`src/rtl/ram_arbiter.sv`:
```
// ram_arbiter: shares the single unified instruction/data RAM port between
// instruction fetch (IF) and the load/store unit (LS). Each granted request is
// latched, drives the RAM for one ACCESS cycle, then returns data with a
// one-cycle rvalid pulse.
// Optional macro RAM_ARB_RR_EN: round-robin on contention. When it is undefined,
// LS has fixed priority and IF is forced to win after STARVE_LIMIT losses.
module ram_arbiter #(
  parameter int unsigned     XLEN         = 32,
  parameter logic [XLEN-1:0] MEM_BASE     = '0,
  parameter logic [XLEN-1:0] MEM_DEPTH    = XLEN'(16'hffff),
  parameter int unsigned     STARVE_LIMIT = 4
) (
  input  logic            clk,
  input  logic            rst,
  input  logic            if_req,
  input  logic [XLEN-1:0] if_addr,
  output logic            if_gnt,
  output logic            if_rvalid,
  output logic [XLEN-1:0] if_rdata,
  input  logic            ls_req,
  input  logic            ls_we,
  input  logic [XLEN-1:0] ls_addr,
  input  logic [XLEN-1:0] ls_wdata,
  input  logic [2:0]      ls_size,
  output logic            ls_gnt,
  output logic            ls_rvalid,
  output logic [XLEN-1:0] ls_rdata,
  output logic            ls_err,
  output logic            ram_en,
  output logic            ram_read_flag,
  output logic            ram_write_flag,
  output logic [XLEN-1:0] ram_read_addr,
  output logic [XLEN-1:0] ram_write_addr,
  output logic [XLEN-1:0] ram_write_data,
  output logic [2:0]      ram_write_size,
  input  logic [XLEN-1:0] ram_read_data
);

  localparam logic [XLEN-1:0] NOP  = XLEN'(32'h0000_0013);
  // Largest legal offset from MEM_BASE (last full word inside the window).
  localparam logic [XLEN:0]   SPAN = {1'b0, MEM_DEPTH} - (XLEN+1)'(4);

  typedef enum logic [1:0] {IDLE, ACCESS, RESP} state_t;

  state_t          state;
  logic            cur_ls;
  logic            cur_we;
  logic            cur_ok;
  logic            arb_c;
  logic            pick_ls_c;
  logic            sel_we_c;
  logic            sel_ok_c;
  logic [XLEN-1:0] sel_addr_c;

  // An address below MEM_BASE wraps to a huge offset, so one compare suffices.
  function automatic logic legal_addr(input logic [XLEN-1:0] a);
    logic [XLEN:0] off;
    off = {1'b0, a} - {1'b0, MEM_BASE};
    return off <= SPAN;
  endfunction

`ifdef RAM_ARB_RR_EN
  logic last_win_if;

  // Remember the last winner so contention alternates between requesters.
  always_ff @(posedge clk or negedge rst) begin
    if (!rst) begin
      last_win_if <= 1'b1;
    end else if (if_gnt) begin
      last_win_if <= 1'b1;
    end else if (ls_gnt) begin
      last_win_if <= 1'b0;
    end
  end
`else
  localparam int unsigned CNT_W = (STARVE_LIMIT < 2) ? 1 : $clog2(STARVE_LIMIT + 1);
  logic [CNT_W-1:0] starve_cnt;

  // Count consecutive IF losses; an IF win clears the count.
  always_ff @(posedge clk or negedge rst) begin
    if (!rst) begin
      starve_cnt <= '0;
    end else if (if_gnt) begin
      starve_cnt <= '0;
    end else if (ls_gnt && if_req) begin
      starve_cnt <= starve_cnt + CNT_W'(1);
    end
  end
`endif

  // Arbitration and selection of the winning payload (grants are combinational).
  always_comb begin
    arb_c     = rst && (state != ACCESS);
    pick_ls_c = ls_req;
    if (ls_req && if_req) begin
`ifdef RAM_ARB_RR_EN
      pick_ls_c = last_win_if;
`else
      pick_ls_c = (starve_cnt != CNT_W'(STARVE_LIMIT));
`endif
    end
    ls_gnt     = arb_c && ls_req && pick_ls_c;
    if_gnt     = arb_c && if_req && !pick_ls_c;
    sel_addr_c = ls_gnt ? ls_addr : if_addr;
    sel_we_c   = ls_gnt && ls_we;
    sel_ok_c   = legal_addr(sel_addr_c);
  end

  // Main FSM: latch the grant, drive the RAM for one cycle, return the response.
  always_ff @(posedge clk or negedge rst) begin
    if (!rst) begin
      state          <= IDLE;
      cur_ls         <= 1'b0;
      cur_we         <= 1'b0;
      cur_ok         <= 1'b0;
      if_rvalid      <= 1'b0;
      if_rdata       <= '0;
      ls_rvalid      <= 1'b0;
      ls_rdata       <= '0;
      ls_err         <= 1'b0;
      ram_en         <= 1'b0;
      ram_read_flag  <= 1'b0;
      ram_write_flag <= 1'b0;
      ram_read_addr  <= '0;
      ram_write_addr <= '0;
      ram_write_data <= '0;
      ram_write_size <= '0;
    end else begin
      if_rvalid <= 1'b0;
      ls_rvalid <= 1'b0;
      ls_err    <= 1'b0;
      case (state)
        IDLE, RESP: begin
          if (if_gnt || ls_gnt) begin
            state          <= ACCESS;
            cur_ls         <= ls_gnt;
            cur_we         <= sel_we_c;
            cur_ok         <= sel_ok_c;
            ram_en         <= sel_ok_c;
            ram_read_flag  <= sel_ok_c && !sel_we_c;
            ram_write_flag <= sel_ok_c && sel_we_c;
            ram_read_addr  <= (sel_ok_c && !sel_we_c) ? sel_addr_c : '0;
            ram_write_addr <= (sel_ok_c && sel_we_c) ? sel_addr_c : '0;
            ram_write_data <= (sel_ok_c && sel_we_c) ? ls_wdata : '0;
            ram_write_size <= (sel_ok_c && sel_we_c) ? ls_size : 3'd0;
          end else begin
            state <= IDLE;
          end
        end
        ACCESS: begin
          state          <= RESP;
          ram_en         <= 1'b0;
          ram_read_flag  <= 1'b0;
          ram_write_flag <= 1'b0;
          ram_read_addr  <= '0;
          ram_write_addr <= '0;
          ram_write_data <= '0;
          ram_write_size <= 3'd0;
          if (cur_ls) begin
            ls_rvalid <= 1'b1;
            ls_err    <= !cur_ok;
            ls_rdata  <= (cur_ok && !cur_we) ? ram_read_data : '0;
          end else begin
            if_rvalid <= 1'b1;
            if_rdata  <= cur_ok ? ram_read_data : NOP;
          end
        end
        default: state <= IDLE;
      endcase
    end
  end

endmodule

```
`config.mk`:
```
export PLATFORM = sky130hd
export DESIGN_NAME = ram_arbiter
export DESIGN_NICKNAME = d
export VERILOG_FILES = /design/src/rtl/ram_arbiter.sv
export SDC_FILE = /design/constraint.sdc
export NUM_CORES = 1
export LEC_CHECK = 0
export CAP_MARGIN = 10
export CORE_ASPECT_RATIO = 0.75
export CORE_MARGIN = 3
export CORE_UTILIZATION = 42
export CTS_BUF_LIST = sky130_fd_sc_hd__clkbuf_16
export CTS_CLUSTER_DIAMETER = 60
export DETAILED_ROUTE_END_ITERATION = 10
export PLACE_DENSITY = 0.81
export SYNTH_ARGS = -nofsm -noshare
export SYNTH_HDL_FRONTEND = slang
export SYNTH_SLANG_ARGS = --single-unit
```
`constraint.sdc`:
```
create_clock -name clk -period 2 [get_ports clk]
set_input_delay 0.4 -clock clk [delete_from_list [all_inputs] [get_ports clk]]
set_output_delay 0.4 -clock clk [all_outputs]
set_load 0.005 [all_outputs]
```
# After elaboration in Yosys (flattened, before gate mapping)
# Cells that the tools add are included.
# totals
wordCells,81
out_inout_bits,171
inputBits,136
regBits,177
# classes
addsub,1
mux,32
reduce_logical,24
order_cmp,1
eq_ne,5
bitwise,1
# ops
operator,n
$mux W32,9
$pmux W32 S2,3
$le A32 B16 Y1 const B,1
$mux W3,4
$logic_and A1 B1 Y1,11
$mux W1,11
$reduce_and A2 Y1,4
$pmux W1 S2,3
$pmux W3 S2,1
$logic_not A1 Y1,4
$pmux W2 S2,1
$reduce_bool A2 Y1,2
$add A3 B1 Y3 const B,1
$ne A3 B3 Y1 const B,1
$eq A2 B1 Y1 const B,1
$eq A2 B2 Y1 const B,1
$logic_not A2 Y1,1
$ne A2 B1 Y1 const B,1
$ne A2 B2 Y1 const B,1
$reduce_or A2 Y1,1
$logic_or A1 B1 Y1,1
$not A1 Y1,1

# Longest topological paths before layout
# Gate-level depths: netlist of run 1.
# logic_depth
word_depth,10
mapped_depth,9
mapped_depth_nobuf,8

# Least setup slack after synthesis of run 1
# No wires, ideal clock.
# synth_timing
kind,register to register
start,reg starve_cnt[0]
end,reg ram_write_data[10]
path_buffers,2
setup_ps,121
required_ps,1879
path_stages_with_launch,10
arrival_ps,1625
setup_slack_ps,254
period_less_slack_ps,1746
path_cell_list,dfrtp_1 > inv_1 > ha_1 > nand3_1 > and2_1 > nand3_1 > and2b_1 > buf_4 > buf_6 > a22o_1
# synth_between
elab_chain_len,9
elab_cells_between_ends,15
cone_classes,order compare: 1; eq/ne: 2; mux: 5; reduce/logical: 7
# synth_lines
element,line_no,source
start: declaration,77,logic [CNT_W-1:0] starve_cnt;
start signal: assignment,86,starve_cnt <= starve_cnt + CNT_W'(1);
$ne A3 B3 Y1 (*),99,pick_ls_c = (starve_cnt != CNT_W'(STARVE_LIMIT));
$mux W1 (*),95,if (ls_req && if_req) begin
$logic_and A1 B1 Y1,102,ls_gnt = arb_c && ls_req && pick_ls_c;
$mux W32,104,sel_addr_c = ls_gnt ? ls_addr : if_addr;
$le A32 B16 Y1,59,return off <= SPAN;
$logic_and A1 B1 Y1,144,ram_write_data <= (sel_ok_c && sel_we_c) ? ls_wdata : '0;
$mux W32,144,
$mux W32,134,if (if_gnt || ls_gnt) begin
$pmux W32 S2,132,case (state)
end signal: assignment,144,
end: declaration,34,"output logic [XLEN-1:0] ram_write_data,"
# Every way passes the cells marked *; elsewhere a longest branch is shown, timed or not. The select of a mux whose other input is x is not followed.
# A chain may end at the register's enable or synchronous reset.

# Worst setup path in the final report of run 1
# layout_timing
start,reg starve_cnt[1]
end,out ls_gnt
# layout_between
elab_chain_len,3
# layout_lines
element,line_no,source
$ne A3 B3 Y1,99,
$mux W1,95,
$logic_and A1 B1 Y1,102,
end: declaration,25,"output logic ls_gnt,"
# No other way between the ends.

==> metrics.md, run 1 <==
| Metric | Value |
|---|---|
| Outcome | `completed` |
| YS warnings | `0` |
| Largest fanout on the critical path | `3` |
| Initial core utilization | `43.9%` |
| Sequential cell area | `4430 µm²` |
| Worst-path clk slew | `0.06 ns` |
| Complex-gate fraction of the synthesized area | `10.8%` |
| Adder-cell area share of the yosys netlist | `0.365%` |
| H-tree levels | `4` |
| TritonCTS clock tree | `yes` |
| Syn nets | `769` |
| PwrDens | `745 nW/µm²` |
| Die Wd | `154 µm` |
| Clk root buf | `clkbuf_16` |
| Fin crit share | `96.8%` |
| Synth Area in XOR/XNOR | `0%` |
| Placer Congestion | `0.821` |
| Commonest non-fill, non-tap cell in the layout | `clkdlybuf4s50_1` |
| Crit path DAT | `1.54 ns` |
| Mux share of post-synthesis cell area | `2.50%` |
| Area Overhead vs Synth | `59.8%` |
| Hold WS | `0.187 ns` |
| Startpoint Class | `register` |
| Routed Antenna Nets | `0` |
| Die ar. | `17900 µm²` |
| Num CTS Buffers | `17` |
| Clk sink count | `177` |
| Crit end category | `primary output` |
| Largest family of logic cells by synthesized area | `simple AND/OR/NAND/NOR gates` |
| Sequential-to-total area share from yosys stat | `64.6%` |
| Boundary Pins | `307` |
| # fillers | `1155` |
| Overall global routing resource usage | `22.7%` |
| Achievable clock frequency | `517 MHz` |
| Wire per inst | `17.6 µm` |
| Hpwl dp | `14600 µm` |
| Count of cell types in the netlist | `30` |
| Layout Nets | `1089` |
| Post-synth top area cell | `dfrtp_1` |
| DRC viols | `0` |
| Via count | `5936` |
| Vias in the first global route | `5985` |
| Share of cells above drive strength 1 | `9.96%` |
| Die height | `117 µm` |
| Crit Path Category | `reg -> out` |
| Simple-gate area share of the yosys netlist | `18.2%` |
| Skew-Pair Late Insertion Delay | `0.42 ns` |
| Overall power | `8160 µW` |
| Worst vdd ir | `0.000468 V` |
| Clock buffer depth | `2` |
| Worst-Margin Slew | `0.853 ns` |
| Multi-input logic area | `2240 µm²` |
| Gate Count Post-Synth | `631` |
| # diodes | `0` |
| Max-cap violations | `0` |
| Slew Limit Headroom | `43.1%` |
| First-pass GRT wire length | `32100 µm` |
| Most frequent cells in the layout | `clkdlybuf4s50_1, dfrtp_1, nand2_1, o21ai_0, a22o_1` |
| P_leak | `0.00502 µW` |
| Slew Viols, Final | `0` |
| CP required | `1.60 ns` |
| Total gr overflow | `0` |
| Final wirelength | `20600 µm` |
| Avg Cell Area, Syn | `10.9 µm²` |
| Synth area leaders | `dfrtp_1, nand2_1, o21ai_0` |
| Hold Path Class | `in -> async` |
| Drt pass-1 iters | `4` |
| Core area | `15600 µm²` |
| FF+latch count, synth | `177` |
| Largest net degree at the start of global routing | `162` |
| FP Rows | `39` |
| Yosys top cell area share | `64.6%` |
| Vias per cell | `5.08` |
| Initial drt markers | `319` |
| Initial antenna violation count | `0` |
| Minimum clock period | `1.94 ns` |
| Final setup viols | `0` |
| Mapped cell area | `6860 µm²` |
| Post-Route Skew | `0.00798 ns` |
| Hold Vio Cnt, Final | `0` |
| IO buf count | `306` |
==> per-layer routing <==
metal  up-vias  wire length, µm  global-route usage [%]
li1       2800                -                       -
met2       245            10100                    37.7
met4         0              216                    5.35
met3        18             1510                    6.15
met5         -                0                       0
met1      2873             8770                    30.4
==> sequential cells by signal, indices dropped and copies added, names as in the netlist <==
signal and count:
ram_read_flag 1, ram_write_data 32, starve_cnt 3, ram_write_flag 1, if_rvalid 1, ls_err 1, ram_write_size 3, ram_write_addr 32
if_rdata 32, ls_rvalid 1, ram_read_addr 32, cur_we 1, ram_en 1, cur_ls 1, cur_ok 1, state 2
ls_rdata 32
==> through the flow <==
stage	utilization, %	TNS, ns	area (µm²)	setup WS [ns]	cells
6_report	70.2	0	11000	0.0642	1169
5_1_grt	70.2	-0.00477	11000	-0.00477	1169
4_1_cts	70.0	0	10900	0.0721	1168
3_5_place_dp	66.1	-16.36	10300	-0.329	1132
3_3_place_gp	66.1	-15.26	10300	-0.324	1132
2_1_floorplan	-	0	6860	0.254	631
==> path summary, 6_finish.rpt <==
path	depth (start not counted)	slack, ns	from	to
hold reg to reg	2	0.46	if_rdata[18]	if_rdata[18]
min in group clk	2	0.46	if_rdata[18]	if_rdata[18]
setup / recovery	6	0.06	starve_cnt[1]	ls_gnt
max in group asynchronous	2	1.18	rst	ls_rdata[3]
setup reg to reg	10	0.12	starve_cnt[1]	ram_write_addr[4]
hold / removal	2	0.19	rst	ram_write_data[0]
==> power breakdown <==
part / total, µW / switching [µW] / leakage [µW] / internal [µW]
Combinational: 1220 / 537 / 0.00231 / 687
Sequential: 3860 / 102 / 0.00245 / 3750
Clock: 3080 / 1370 / 0.000268 / 1710
Total: 8160 / 2010 / 0.00502 / 6150
==> cell usage after synthesis <==
master and instances:
dfrtp_1 177, nand2_1 172, o21ai_0 65, a22o_1 36, and3_1 32, nand3_1 32
clkbuf_1 27, mux2i_1 16, buf_2 10, nor4_1 10, o21ai_2 10, nand4_1 7
buf_6 5, nor2_1 5, nor2b_1 5, inv_1 4, nand2b_1 3, ha_1 2
inv_2 2, a41oi_1 1, and2_1 1, and2b_1 1, buf_1 1, buf_4 1
inv_4 1, mux2_2 1, nand4_4 1, nor2_2 1, nor3_2 1, nor4_2 1
==> timing repair <==
action                     4_1_cts  5_1_grt
setup endpoints to repair        2       18
setup buffers                    3        1
hold endpoints to repair        16        0
gates cloned                     0        0
hold buffers                     1        0
gates resized for setup         14        3
pin swaps                        3        0
==> layout make-up <==
class | count | share of cell area, %
repair buffers | 345 | 31.5
inverters | 7 | 0.263
multi-input cells | 403 | 20.5
clock buffers | 17 | 3.88
well taps | 205 | 2.34
clock inverters | 15 | 1.10
flip-flops and latches | 177 | 40.4
==> worst max-delay path: stages (launching register included) <==
cell and delay [ns]:
dfrtp_1 0.40, inv_2 0.09, ha_4 0.15, nand3_4 0.08, nand4_4 0.10, inv_4 0.05, dlygate4sd2_1 0.25
==> logic make-up after synthesis <==
kind of cell,Yosys count
and+or+nand+nor,272
DFF,177
AOI/OAI and AO/OA,112
buffers and inverters,51
muxes,17
adders and majority gates,2
(Power assumes the default switching activity.)
==> run 2: changes to the inputs <==
- GPL_TIMING_DRIVEN: unset -> 0
==> metrics.md, run 2 (same netlist as run 1, synthesis figures left out) <==
| Metric | Value |
|---|---|
| Via count | `6124` |
| Sequential cell area | `4430 µm²` |
| Layout Nets | `1115` |
| Clock buffer depth | `2` |
| Num CTS Buffers | `17` |
| H-tree levels | `4` |
| Hpwl dp | `15900 µm` |
| Setup Slack @ Placement | `-1.20 ns` |
| FP Rows | `39` |
| First-pass GRT wire length | `34400 µm` |
| IO buf count | `306` |
| CP required | `2.34 ns` |
| Reg2reg setup slack | `-0.01 ns` |
| Worst vdd ir | `0.000473 V` |
| Routed Antenna Nets | `0` |
| Critical path's largest stage delay | `0.37 ns` |
| Max-cap violations | `0` |
| Hold Path Class | `in -> async` |
| Clock power frac | `38.5%` |
| Overall global routing resource usage | `24.8%` |
| Core area | `15600 µm²` |
| Minimum clock period | `2.01 ns` |
| Drt pass-1 iters | `5` |
| Boundary Pins | `307` |
| RSZ-0062 raised after global routing | `true` |
| Multi-input logic area | `2250 µm²` |
| Internal Power | `6290 µW` |
| Commonest non-fill, non-tap cell in the layout | `clkdlybuf4s50_1` |
| Clk root buf | `clkbuf_16` |
| Initial core utilization | `43.9%` |
| Share of cells above drive strength 1 | `10.8%` |
| # diodes | `0` |
| TritonCTS clock tree | `yes` |
| Initial antenna violation count | `0` |
| Dpl cell area | `10200 µm²` |
| Achievable clock frequency | `497 MHz` |
| Die height | `117 µm` |
| Comb pwr share | `15.2%` |
| Util after Layout | `72.0%` |
| Vias in the first global route | `6251` |
| PwrDens | `742 nW/µm²` |
| DRC viols | `0` |
| Most frequent cells in the layout | `clkdlybuf4s50_1, dfrtp_1, nand2_1, o21ai_0, a22o_1` |
| Crit end category | `register` |
| Initial drt markers | `460` |
| Worst path slowest cell | `dfrtp_1` |
| Final wirelength | `22700 µm` |
| P_leak | `0.00515 µW` |
| Total gr overflow | `0` |
| Vias per cell | `5.12` |
| Skew-Pair Late Insertion Delay | `0.41 ns` |
| Largest fanout on the critical path | `6` |
| Wire per inst | `19.0 µm` |
| Die ar. | `17900 µm²` |
| Worst-path clk slew | `0.06 ns` |
| Crit path DAT | `2.35 ns` |
| Crit path cell chain | `inv_2 -> ha_4 -> nand3_4 -> nand4_4 -> buf_6 -> nor3_4 -> and2b_2 -> buf_12 -> buf_8 -> a22o_1` |
| Slew Limit Headroom | `68.1%` |
| Crit Path Category | `reg -> reg` |
| Hold Vio Cnt, Final | `0` |
| Clk sink count | `177` |
| Net Sw Frac | `24.6%` |
| Placer Congestion | `0.806` |
| Die Wd | `154 µm` |
| Overall power | `8340 µW` |
| Largest net degree at the start of global routing | `47` |
| Setup slack after layout | `-0.0109 ns` |
| Startpoint Class | `register` |
| Failing checks | `setup timing` |
| P_sw | `2050 µW` |
| Worst-Margin Slew | `0.478 ns` |
| Post-Route Skew | `0.00743 ns` |
| Outcome | `finished, violations left` |
| Slew Viols, Final | `0` |
| Final setup viols | `2` |
| Area Overhead vs Synth | `64.0%` |
| Post-route cell area | `11200 µm²` |
| # fillers | `1098` |
| Fin crit share | `101%` |
| Power share of the sequential group | `46.3%` |
-- run 2: cell count changes in the layout (fill, tap and decap cells not counted), sizes merged, moves of 2 or more --
cell and delta:
bufbuf +2, buf -4, clkbuf +30, inv -2
-- run 2: through the flow --
step	std cells	setup TNS, ns	hold WS [ns]
finish	1195	-0.0158	0.0569
global route	1195	-2.52	0.0487
CTS	1188	-0.0245	0.0486
detailed placement	1143	-75.39	0.453
global placement	1142	-1975.10	0.451
floorplan	631	0	0.104
-- run 2: repair_timing --
item,CTS,global route
endpoints found under the setup margin,93,122
hold endpoints to repair,89,0
pin swaps,3,3
hold buffers,4,0
resized for setup,31,31
cloned,2,4
setup buffers,7,4
-- run 2: layout make-up --
| cell class | count | share of cell area, % |
|---|---|---|
| multi-input combinational | 403 | 20.0 |
| clock inverter | 15 | 1.29 |
| tap | 205 | 2.28 |
| timing repair buffer | 328 | 30.5 |
| clock buffer | 17 | 3.78 |
| inverter | 7 | 0.300 |
| buffer | 43 | 2.40 |
| sequential | 177 | 39.4 |
-- run 2: power groups by stage --
| stage | combinational (µW) | sequential [µW] | clock [µW] |
|---|---|---|---|
| floorplan | 309 | 3920 | 0 |
| detailed placement | 1150 | 3920 | 0 |
| finish | 1270 | 3860 | 3210 |
| global placement | 1130 | 3920 | 0 |
| CTS | 1260 | 3860 | 3270 |
| global route | 1390 | 3880 | 3420 |
-- run 2: worst paths after layout --
check	start	to	cells past startpoint
min in group clk	if_rdata[28]	if_rdata[28]	2
max reg2reg	starve_cnt[1]	ram_write_data[18]	10
max in group asynchronous	rst	ls_rdata[2]	2
min	rst	ls_rdata[30]	3
min reg2reg	if_rdata[28]	if_rdata[28]	2
max	starve_cnt[1]	ram_write_data[18]	10
-- run 2: worst max-delay path, delay by kind of cell, from the launching register on --
family | cells | cell delay [ns]
and+or+nand+nor | 4 | 0.76
buffers and inverters | 4 | 0.49
DFF | 1 | 0.37
adders and majority gates | 1 | 0.15
AOI/OAI and AO/OA | 1 | 0.15
-- run 2: layer usage --
metal  up-vias  part of all wire [%]  global-route usage, %
met2       241                    50                   42.5
li1       2854                     -                      -
met5         -                     0                      0
met4         0                  0.97                   6.00
met1      3013                    42                   31.7
met3        16                   6.9                   7.07
